## config.mk

```make
export PLATFORM = sky130hd
export DESIGN_NAME = wide_compare_seq
export DESIGN_NICKNAME = d
export VERILOG_FILES = /design/src/rtl/wide_compare_seq.sv
export SDC_FILE = /design/constraint.sdc
export NUM_CORES = 1
export LEC_CHECK = 0
export BUFFER_PORTS_ARGS = -buffer_cell sky130_fd_sc_hd__buf_2
export CELL_PAD_IN_SITES_DETAIL_PLACEMENT = 0
export CELL_PAD_IN_SITES_GLOBAL_PLACEMENT = 2
export CORE_MARGIN = 3
export CORE_UTILIZATION = 32
export DETAILED_ROUTE_END_ITERATION = 6
export GPL_ROUTABILITY_DRIVEN = 0
export PLACE_DENSITY_LB_ADDON = 0.1
export SLEW_MARGIN = 15
export SYNTH_ARGS = -nofsm -noshare
export SYNTH_HDL_FRONTEND = slang
export SYNTH_SLANG_ARGS = --single-unit
```

## constraint.sdc

```tcl
create_clock -name clk -period 3.1 [get_ports clk]
set_input_delay 0.31 -clock clk [delete_from_list [all_inputs] [get_ports clk]]
set_output_delay 0.31 -clock clk [all_outputs]
set_load 0.1 [all_outputs]
```

## src/rtl/wide_compare_seq.sv

```systemverilog
// wide_compare_seq: multi-cycle magnitude comparator for wide operands.
// Feeds operands one BIT_COUNT-wide slice per cycle (most-significant first)
// through a single xor_comparator. The first unequal slice decides the
// result, and later slices cannot change it.
//
// Ports (W = BIT_COUNT*SLICES):
//   clk, rst          clock, synchronous active-high reset
//   in_valid/in_ready request handshake; a, b, is_signed sampled on accept
//   out_valid/out_ready result handshake; result held until consumed
//   eq, gt, lt        registered compare flags (exactly one set in DONE)
//   xor_result        registered raw a ^ b
//
// xor_comparator: combinational single-slice compare.
//   a_i, b_i          slice operands
//   equal_o           a_i == b_i
//   a_larger_o        a_i > b_i (unsigned)
//   xor_result_o      a_i ^ b_i

module xor_comparator #(
   parameter int unsigned BIT_COUNT = 8
) (
   input  logic [BIT_COUNT-1:0] a_i,
   input  logic [BIT_COUNT-1:0] b_i,
   output logic                 equal_o,
   output logic                 a_larger_o,
   output logic [BIT_COUNT-1:0] xor_result_o
);

   assign xor_result_o = a_i ^ b_i;
   assign equal_o      = (xor_result_o == '0);
   assign a_larger_o   = (a_i > b_i);

endmodule

module wide_compare_seq #(
   parameter int unsigned BIT_COUNT = 8,
   parameter int unsigned SLICES    = 4
) (
   input  logic                        clk,
   input  logic                        rst,
   input  logic                        in_valid,
   output logic                        in_ready,
   input  logic [BIT_COUNT*SLICES-1:0] a,
   input  logic [BIT_COUNT*SLICES-1:0] b,
   input  logic                        is_signed,
   output logic                        out_valid,
   input  logic                        out_ready,
   output logic                        eq,
   output logic                        gt,
   output logic                        lt,
   output logic [BIT_COUNT*SLICES-1:0] xor_result
);

   localparam int unsigned W  = BIT_COUNT * SLICES;
   localparam int unsigned KW = (SLICES > 1) ? $clog2(SLICES) : 1;

   typedef enum logic [1:0] {
      StIdle = 2'd0,
      StRun  = 2'd1,
      StDone = 2'd2
   } state_e;

   state_e          state_q;
   logic [W-1:0]    a_q, b_q;
   logic            signed_q;
   logic [KW-1:0]   k_q;
   logic            decided_q, gt_r_q;
   logic            eq_q, gt_q, lt_q;
   logic [W-1:0]    xor_q;

   logic [BIT_COUNT-1:0] slice_a, slice_b, cmp_xor;
   logic                 cmp_equal, cmp_a_larger;
   logic                 top_slice;
   logic                 decided_nx, gt_nx;

   assign top_slice = (k_q == KW'(SLICES - 1));

   // Flipping the sign bit of both operands maps two's complement onto
   // offset binary, so the unsigned slice compare orders signed values.
   always_comb begin
      slice_a = a_q[int'(k_q)*BIT_COUNT +: BIT_COUNT];
      slice_b = b_q[int'(k_q)*BIT_COUNT +: BIT_COUNT];
      if (signed_q && top_slice) begin
         slice_a[BIT_COUNT-1] = ~slice_a[BIT_COUNT-1];
         slice_b[BIT_COUNT-1] = ~slice_b[BIT_COUNT-1];
      end
   end

   xor_comparator #(
      .BIT_COUNT (BIT_COUNT)
   ) u_cmp (
      .a_i          (slice_a),
      .b_i          (slice_b),
      .equal_o      (cmp_equal),
      .a_larger_o   (cmp_a_larger),
      .xor_result_o (cmp_xor)
   );

   // The first differing slice decides; later slices keep that decision.
   always_comb begin
      decided_nx = decided_q | ~cmp_equal;
      gt_nx      = decided_q ? gt_r_q : cmp_a_larger;
   end

   always_ff @(posedge clk) begin
      if (rst) begin
         state_q   <= StIdle;
         a_q       <= '0;
         b_q       <= '0;
         signed_q  <= 1'b0;
         k_q       <= '0;
         decided_q <= 1'b0;
         gt_r_q    <= 1'b0;
         eq_q      <= 1'b0;
         gt_q      <= 1'b0;
         lt_q      <= 1'b0;
         xor_q     <= '0;
      end else begin
         case (state_q)
            StRun: begin
               // Inverting both sign bits leaves their XOR unchanged, so the
               // comparator output is already the raw a ^ b.
               xor_q[int'(k_q)*BIT_COUNT +: BIT_COUNT] <= cmp_xor;
               decided_q <= decided_nx;
               gt_r_q    <= gt_nx;
               if (k_q == '0) begin
                  state_q <= StDone;
                  eq_q    <= ~decided_nx;
                  gt_q    <= decided_nx & gt_nx;
                  lt_q    <= decided_nx & ~gt_nx;
               end else begin
                  k_q <= k_q - KW'(1);
               end
            end
            StDone: begin
               if (out_ready) state_q <= StIdle;
            end
            default: begin
               // Unknown encodings behave as IDLE.
               if (in_valid) begin
                  a_q       <= a;
                  b_q       <= b;
                  signed_q  <= is_signed;
                  decided_q <= 1'b0;
                  gt_r_q    <= 1'b0;
                  k_q       <= KW'(SLICES - 1);
                  state_q   <= StRun;
               end else begin
                  state_q <= StIdle;
               end
            end
         endcase
      end
   end

   assign in_ready   = (state_q != StRun) && (state_q != StDone);
   assign out_valid  = (state_q == StDone);
   assign eq         = eq_q;
   assign gt         = gt_q;
   assign lt         = lt_q;
   assign xor_result = xor_q;

endmodule

```

==> qor.yml <==
status:
  status: "completed"
timing:
  setup_tns_ns: 0
  worstMarginPinSlew_ns: 0.664
  grt_setup_unrepaired: "no"
  max_freq_ghz: 0.365
  skew_ns: 0.00535
  relSlewSlack: 0.557
  setup_viol: 0
  hold_violations: 0
  setup_ws_ns: 0.360
  drv_slew: 0
  finalCriticalPeriod_ns: 2.74
  fin_crit_sh: 0.884
drt:
  drtAntennaViolNets: 0
  drt-met1-wl_um: 5560
  routed_wl_um: 12200
  drt-initial-drc-count: 192
  wl_per_cell_um: 15.7
  wl_met2_um: 5820
  dr.max_layer_used: "met4"
  drt_pass1_iterations: 4
  wl_met3_um: 655
  dr_total_vias: 3833
  drc_errors: 0
  via_per_inst: 4.95
clocking:
  cts_tree: "yes"
  root_buffer: "clkbuf_16"
  htreeDepth: 3
  max-clock-path-buffers: 2
  cts_sinks: 106
  numCtsBuffers: 9
  cts_setup_buffers: 0
  cts_resized: 0
  postCtsHoldBufs: 0
  clk_pin_slew_ns: 0.07
  clkLatencyLatePin_ns: 0.35
setup_path:
  worstPathMaxFanout: 19
  critPathArrivalTime_ns: 2.98
  required_ns: 3.34
  cpPeakStageDelay_ns: 0.55
  path_class: "flip-flop to flip-flop"
  start_kind: "flip-flop"
  crit_path_cell_trace: "buf_12, mux4_2, ha_1, nor2b_1, o211ai_1, a2111o_1, a41o_1"
  crit_slowest_cell: "mux4_2"
  cp-end-kind: "flip-flop"
yosys:
  yosys_warnings: 0
  yosys-top-cells-count: "140 x nand2_1, 106 x dfxtp_1, 74 x a21oi_1, 35 x nor2_1, 32 x a2bb2oi_1"
  synth.top_cell.area_share: 0.471
  synth_area_per_cell_um2: 8.86
  yosysSeqAreaShare: 0.471
  syn_inst: 509
  synth-edff-count: 0
  yosys.area.top_type: "dfxtp_1"
  synthMostInstantiatedCell: "nand2_1"
  syn-cell-area_um2: 4510
  ys_seq_elements: 106
  yosysUniqueCellTypes: 40
  synthFlopType: "dfxtp_1"
  synth_fp_nets: 593
  ys_top_cells_by_area: "dfxtp_1 47%, nand2_1 12%, a21oi_1 8.2%"
  async_flop_share: 0
power:
  irDropWorstVdd_mv: 0.283
  power_density_nw_per_um2: 619
  p_leak_nw: 2.28
global_routing:
  overflow: 0
  grt_max_degree: 67
  grt_pass1_vias: 3756
  grt_pass1_wl_um: 19600
  track_usage: 0.158
  grt_antenna_before_repair: 0
finish:
  drive_above_1_share: 0.250
  finish.instance_area_um2: 5450
  nets: 678
  n_fill_cell: 1392
  n_antenna_cell: 0
  multi_input_area_um2: 2170
  seq_area_um2: 2120
  area_delta_synth_final_pct: 20.8
  fin_cells: 775
  fin_util: 0.403
place:
  port_buffers: 105
  place_area_um2: 5140
  dpl_worst_slack_ns: 0.381
  dp_hpwl_um: 8830
  post-place-cells: 759
worst_hold_path:
  worstHoldPathType: "input pin to flip-flop"
flow_run:
  drv_cap: 0
floorplan:
  core_area_um2: 13500
  rows: 42
  fp.dieH_um: 125
  io_pins: 106
  fp.dieW_um: 125
  dieArea_um2: 15500
  start_util: 0.334
## cells in the final DEF, fill, tap and decap left out, types with 3 or more instances in the layout
cell       instances
ha_1              15
clkbuf_16          9
nor3_1             4
mux4_2            16
nand2b_1           5
nand4_1            3
nor2_1            35
a2bb2oi_1         32
dfxtp_1          106
nand2_1          139
inv_1             12
buf_4              5
a21oi_1           74
nand2_2            3
buf_2            104
nor2b_1            3
## per-layer routing
metal	vias up	global-route usage
met2	102	0.258
met5	-	0
met4	0	0.0445
met1	1798	0.201
met3	13	0.0485
li1	1920	-
## kinds of logic after synthesis
| logic type | count (synthesis) | share of synthesized area |
|---|---|---|
| flip-flops | 106 | 0.471 |
| XOR/XNOR | 2 | 0.00389 |
| multiplexers | 16 | 0.0799 |
| AO/OA/AOI/OAI | 120 | 0.169 |
| buffers and inverters | 48 | 0.0477 |
| adder cells (fa/ha/maj) | 15 | 0.0416 |
| AND/OR/NAND/NOR | 202 | 0.187 |
## flip-flops by register name (all words and copies together) (netlist names)
register	cells
gt_r_q	1
a_q	32
eq	1
state_q	2
signed_q	1
decided_q	1
k_q	2
b_q	32
gt	1
lt	1
xor_result	32
## per-stage QoR
stage	hold WS [ns]	total power, mW
6_report	0.197	3.37
5_1_grt	0.182	3.55
4_1_cts	0.181	3.42
3_5_place_dp	0.448	2.25
3_3_place_gp	0.445	2.24
2_1_floorplan	0.433	2.04
## report_power, final
group          total [mW]  switching, mW  internal [mW]  leakage [nW]
Clock                1.17          0.497          0.669         0.145
Sequential           1.49         0.0506           1.44         0.866
Combinational       0.715          0.424          0.291          1.27
## path summary, 6_finish.rpt
| check | cells past startpoint | slack (ns) | to | from |
|---|---|---|---|---|
| worst min register to register | 2 | 0.46 | a_q[16] | a_q[16] |
| worst min-delay path | 3 | 0.20 | a_q[20] | a[20] |
| worst max-delay path | 7 | 0.36 | lt | k_q[0] |
| worst max register to register | 7 | 0.36 | lt | k_q[0] |
## final cells by class
type                    count  share of cell area
clock buffers              12              0.0471
inverters                  12             0.00827
clock inverters             4             0.00919
repair buffers            110               0.106
well taps                 176              0.0404
multi-input cells         355               0.399
flip-flops and latches    106               0.390
## worst max-delay path, delay by kind of cell (launching register included)
family,cells,cell delay (ns)
and+or+nand+nor,1,0.19
AOI/OAI and AO/OA,3,0.76
DFF,1,0.42
muxes,1,0.55
adders and majority gates,1,0.48
buffers and inverters,1,0.21
Note: power is estimated with default switching activity, not from simulation.
